==> src/rtl/regfile_sb.sv <==
// 2-read/2-write register file with same-cycle write bypass and a per-register
// pending-write scoreboard used by ID-stage hazard logic to stall dependent operands.
module regfile_sb #(
  parameter int              DW       = 32,
  parameter int              AW       = 5,
  parameter bit              ZERO_REG = 1'b1,
  parameter logic [DW-1:0]   RST_VAL  = DW'(1)
) (
  input  logic          clk,
  input  logic          clrn,
  input  logic [AW-1:0] rna,
  input  logic [AW-1:0] rnb,
  output logic [DW-1:0] qa,
  output logic [DW-1:0] qb,
  output logic          busy_a,
  output logic          busy_b,
  input  logic          we0,
  input  logic [AW-1:0] wn0,
  input  logic [DW-1:0] d0,
  input  logic          we1,
  input  logic [AW-1:0] wn1,
  input  logic [DW-1:0] d1,
  input  logic          iss_v,
  input  logic [AW-1:0] iss_wn,
  output logic          sb_any
);

  localparam int DEPTH = 2 ** AW;

  logic [DW-1:0]    regs [DEPTH];
  logic [DEPTH-1:0] busy;

  // Writes and issues are gated by clrn so nothing bypasses or commits while
  // the file is held in reset.
  logic we0_en, we1_en, iss_en;
  assign we0_en = we0 & clrn;
  assign we1_en = we1 & clrn;
  assign iss_en = iss_v & clrn;

  logic [DEPTH-1:0] wr0_hit, wr1_hit, clr_hit, iss_hit;

  // NOTE: every output of an always_comb gets a default first so no path
  // through the block leaves a value unassigned and infers a latch.
  always_comb begin
    wr0_hit = '0;
    wr1_hit = '0;
    clr_hit = '0;
    iss_hit = '0;
    for (int i = 0; i < DEPTH; i++) begin
      if (!(ZERO_REG && i == 0)) begin
        wr0_hit[i] = we0_en && (wn0 == AW'(i));
        wr1_hit[i] = we1_en && (wn1 == AW'(i));
        clr_hit[i] = we0_en && (wn0 == AW'(i));
        iss_hit[i] = iss_en && (iss_wn == AW'(i));
      end
    end
  end

  // NOTE: this array is built from flops, not a RAM macro, so it can take an
  // async reset to RST_VAL; state updates use non-blocking assignments so all
  // registers sample the same pre-edge values.
  always_ff @(posedge clk or negedge clrn) begin
    if (!clrn) begin
      for (int i = 0; i < DEPTH; i++) regs[i] <= RST_VAL;
    end else begin
      for (int i = 0; i < DEPTH; i++) begin
        if (wr1_hit[i])      regs[i] <= d1;
        else if (wr0_hit[i]) regs[i] <= d0;
      end
    end
  end

  // A new issue to the same register outranks the retiring port-0 write.
  always_ff @(posedge clk or negedge clrn) begin
    if (!clrn) busy <= '0;
    else       busy <= (busy & ~clr_hit) | iss_hit;
  end

  // Read path: port 1 has priority over port 0, register 0 overrides everything.
  always_comb begin
    qa = regs[rna];
    if (we0_en && wn0 == rna) qa = d0;
    if (we1_en && wn1 == rna) qa = d1;
    if (ZERO_REG && rna == '0) qa = '0;

    qb = regs[rnb];
    if (we0_en && wn0 == rnb) qb = d0;
    if (we1_en && wn1 == rnb) qb = d1;
    if (ZERO_REG && rnb == '0) qb = '0;
  end

  // Port 0 retires the pending write and its data is bypassed, so no stall.
  assign busy_a = busy[rna] & ~(we0_en && wn0 == rna);
  assign busy_b = busy[rnb] & ~(we0_en && wn0 == rnb);
  assign sb_any = |busy;

endmodule

==> config.mk <==
export PLATFORM = sky130hd
export DESIGN_NAME = regfile_sb
export DESIGN_NICKNAME = d
export VERILOG_FILES = /design/src/rtl/regfile_sb.sv
export SDC_FILE = /design/constraint.sdc
export NUM_CORES = 2
export LEC_CHECK = 0
export BUFFER_PORTS_ARGS = -buffer_cell sky130_fd_sc_hd__buf_2
export CORE_ASPECT_RATIO = 1.5
export CORE_MARGIN = 2
export CORE_UTILIZATION = 40
export DETAILED_ROUTE_END_ITERATION = 10
export REMOVE_ABC_BUFFERS = 1
export SYNTH_ARGS = -nofsm -noshare
export SYNTH_HDL_FRONTEND = slang
export SYNTH_SLANG_ARGS = --single-unit
export TNS_END_PERCENT = 20
==> constraint.sdc <==
create_clock -name clk -period 7.9 [get_ports clk]
set_input_delay 1.975 -clock clk [delete_from_list [all_inputs] [get_ports clk]]
set_output_delay 1.975 -clock clk [all_outputs]
set_load 0.005 [all_outputs]
==> impl_results.md <==
* Root buffer cell: clkbuf_16
* VDD IR max at 0.1706 mV
* Category of the worst setup path capture point: output port
* Power per cell area at 239.5 nW/um^2
* CTS tree: built
* Seq pwr share at 0.442
* Crit-path leading delay family: simple AND/OR/NAND/NOR gates
* Final slew viol count at 0
* Effective utilization at floorplan at 0.4016
* Area growth from synthesis to final layout at 8.760%
* Number of antenna-violating nets in the routed design at 0
* IO Count at 161
* Per-cell via count in the routed design at 6.628
* Distinct cell type count of the synthesized netlist at 62
* Routed Wire Length at 278900 um
* Arrival time worst endpoint at 5180 ps
* Critical R2R Capture: regs[672]
* Gate Count Post-Synth at 6558
* Clock-pin slew on the worst setup and hold paths at 70 ps
* Count of cell instances traversed by the critical path at 9
* Sequential area share after synthesis at 0.3905
* Worst Max-Slew Pin Slew at 1317 ps
* DRC violation count after routing at 0
* Setup TNS at 0 ps
* Core utilization of the finished layout at 0.4367
* Most instantiated cells after synthesis: mux2i_1 (1127), dfrtp_1 (992), nand2_1 (801)
* Overflow left after global routing at 0
* DP HPWL at 164300 um
* Worst setup path endpoint: qa[2]
* Startpoint type of the worst setup path: primary input
* Final weighted congestion in routability-driven placement at 0.9274
* CP Max Fanout at 56
* Fmax at 0.1398 GHz
* Power dissipated by switching net loads at 5.449 mW
* Instance count after placement with tap cells included at 8236
* Insertion delay to the later sink of the worst-skew pair at 740 ps
* Number of DRC markers in iteration 0 at 6977
* Number of synthesized flops with an enable pin at 0
* Power Internal at 11.66 mW
* Cell row count at 182
* Via count of the first global-routing pass at 54112
* Startpoint of the most critical setup path: rna[0]
* Result of the run: finished clean
* Slowest cell on the critical path: nor2b_4
* Hold WC Path Type: flip-flop to flip-flop
* Antenna violations before repair at 21
* Clock Power Share at 0.316
* Final worst-path cycle share at 0.9056
* Cell breakdown of the critical path: buf_8, nor2b_4, buf_4, nand2_1, nand3_1, o211ai_1, o221ai_1, nand2_1, buf_2
* Length of the first detailed-routing pass in iterations at 6
* Area of the core region at 163500 sq um
* Setup repair after global routing missed its margin: no
* Share of final-layout standard cells stronger than drive strength 1 at 0.1736
* Count of cells along the worst register-to-register path at 2
* Leakage power summed over all cells at 29.16 nW
* Pin count of the biggest net entering global routing at 156
* Buffer depth of the longest clock path at 3
* Final non-filler cell area at 71410 sq um
* Top-count cell post-synth: mux2i_1
* Number of clock buffers inserted by TritonCTS at 103
* Kind of critical path: primary input to output port
* Via count at 55891
* Clk sink count at 1023
* Synth area leader: dfrtp_1
* Tot GR Track Use at 0.3266
* Fraction of synthesized cell area taken by the top area cell type at 0.3781
* Top cell by count, worst path: nand2_1
* Routed WL per cell at 33.07 um
* Cell Area, Synth at 65660 sq um
* Slew headroom at 0.1199
* Overall die area at 167500 sq um
* Non-filler cells in the finished layout at 8433
* Setup slack of the worst register-to-register path at 6960 ps
* Synth Register Bits at 1023
* Net switching share of the total power at 0.3186
* Filler cell count at 15376
* Largest clock skew in the final design at 0 ps
* Required time reported for the critical path endpoint at 5930 ps
* Wire length of the first global-routing pass at 397700 um
* Commonest register cell after synthesis: dfrtp_1
* Number of buffers inserted for hold repair after clock tree synthesis at 0
* Number of port buffers at 160
* Final Total Pwr at 17.11 mW
* Syn Area/Cell at 10.01 sq um
* Largest cells by area after synthesis: dfrtp_1 (38%), mux2i_1 (17%), mux4_2 (14%)
* Nets at 6319
* Final setup violation count at 0
* Standard cell area after detailed placement at 67780 sq um
* Crit path buf inv count at 3
* Launch point of the worst reg-to-reg path: regs[672]
* Final count of hold timing violations at 0
* Stage delay of the slowest cell on the critical path at 1150 ps
* Proportion of register bits with asynchronous set or reset after synthesis at 1.000
* Number of setup buffers added after CTS at 0
* Die span in x at 334.8 um
* Post_cts resized at 0
* Yosys warns at 0
* Max cap viols at 0
* Number of levels in the clock H-tree at 3
* Die boundary height at 500.2 um
* Clock period minus worst slack at 7154 ps
* Comb power frac at 0.242
layer usage:
layer,up-vias,GRT usage,wire length [um]
met5,-,0,119
met4,20,0.2529,25750
met3,1175,0.08709,30230
met2,3785,0.4919,122700
met1,27863,0.3977,100100
li1,23048,-,-
flip-flops by register name, summed over array words and instances, names as in the netlist:
name	cells
regs	992
busy	31
power by group through the flow:
stage	Combinational (mW)	Sequential, mW	Clock (mW)
6_report	4.14	7.56	5.41
5_1_grt	4.46	7.66	5.64
4_1_cts	4.09	7.49	5.45
3_5_place_dp	4.09	7.57	0
3_3_place_gp	3.98	7.50	0
2_1_floorplan	2.72	7.19	0
how the worst min path moves through the flow:
stage,start,cells after the start,end
4_1_cts,busy[8],1,busy[8]
5_1_grt,busy[31],2,busy[31]
2_1_floorplan,busy[16],2,busy[16]
3_3_place_gp,busy[10],1,busy[10]
3_5_place_dp,busy[18],1,busy[18]
6_report,busy[10],1,busy[10]
cell families (layout without fill, tap and decap cells):
kind of cell              Yosys count  after routing  share of synthesized area
AOI/OAI and AO/OA                1549           1549                     0.1322
DFF                              1023           1023                     0.3905
other                               0             10                          0
xor gates and xnor gates           18             18                   0.002401
and+or+nand+nor                  1547           1547                    0.09555
buffers and inverters             826            575                    0.05679
muxes                            1595           1595                     0.3226
through the flow:
step                      setup WS (ps)  hold WS, ps
after CTS                         909.7        554.8
after global placement            973.6        515.9
after detailed placement          939.2        531.9
after floorplan                    1470        484.7
after global routing              790.3        579.4
final                             745.5        555.0
cell usage in the layout (no fill, tap or decap), types with 23 or more instances in the layout:
| cell | count |
|---|---|
| buf_4 | 158 |
| nor2_1 | 522 |
| o211ai_1 | 29 |
| a21oi_1 | 533 |
| mux2_2 | 57 |
| nand2_1 | 786 |
| dfrtp_1 | 992 |
| mux4_2 | 411 |
| o21ai_0 | 627 |
| inv_1 | 47 |
| mux2i_1 | 1127 |
| a22oi_1 | 52 |
| dfstp_2 | 31 |
| nand3_1 | 26 |
| clkbuf_16 | 105 |
| o21ai_1 | 79 |
| o22ai_1 | 46 |
| nor2_4 | 37 |
| o221ai_1 | 26 |
| nor2b_1 | 39 |
| a221oi_1 | 44 |
| buf_2 | 152 |
| o32ai_1 | 23 |
| nor3_1 | 51 |
layout make-up:
class	count	area, sq um	share of cell area
Multi-Input combinational cell	4709	36810	0.5155
Sequential cell	1023	25640	0.3590
Clock buffer	149	3013	0.04219
Tap cell	2116	2648	0.03708
Timing Repair Buffer	339	2500	0.03501
Clock inverter	38	591.8	0.008288
Inverter	49	183.9	0.002576
Antenna cell	10	25.02	0.0003504
worst register-to-register path, stage by stage (launching register included):
cell and delay (ps):
dfstp_2 560, mux2i_1 70, o21ai_0 220
Power figures use the tool's default switching activity.
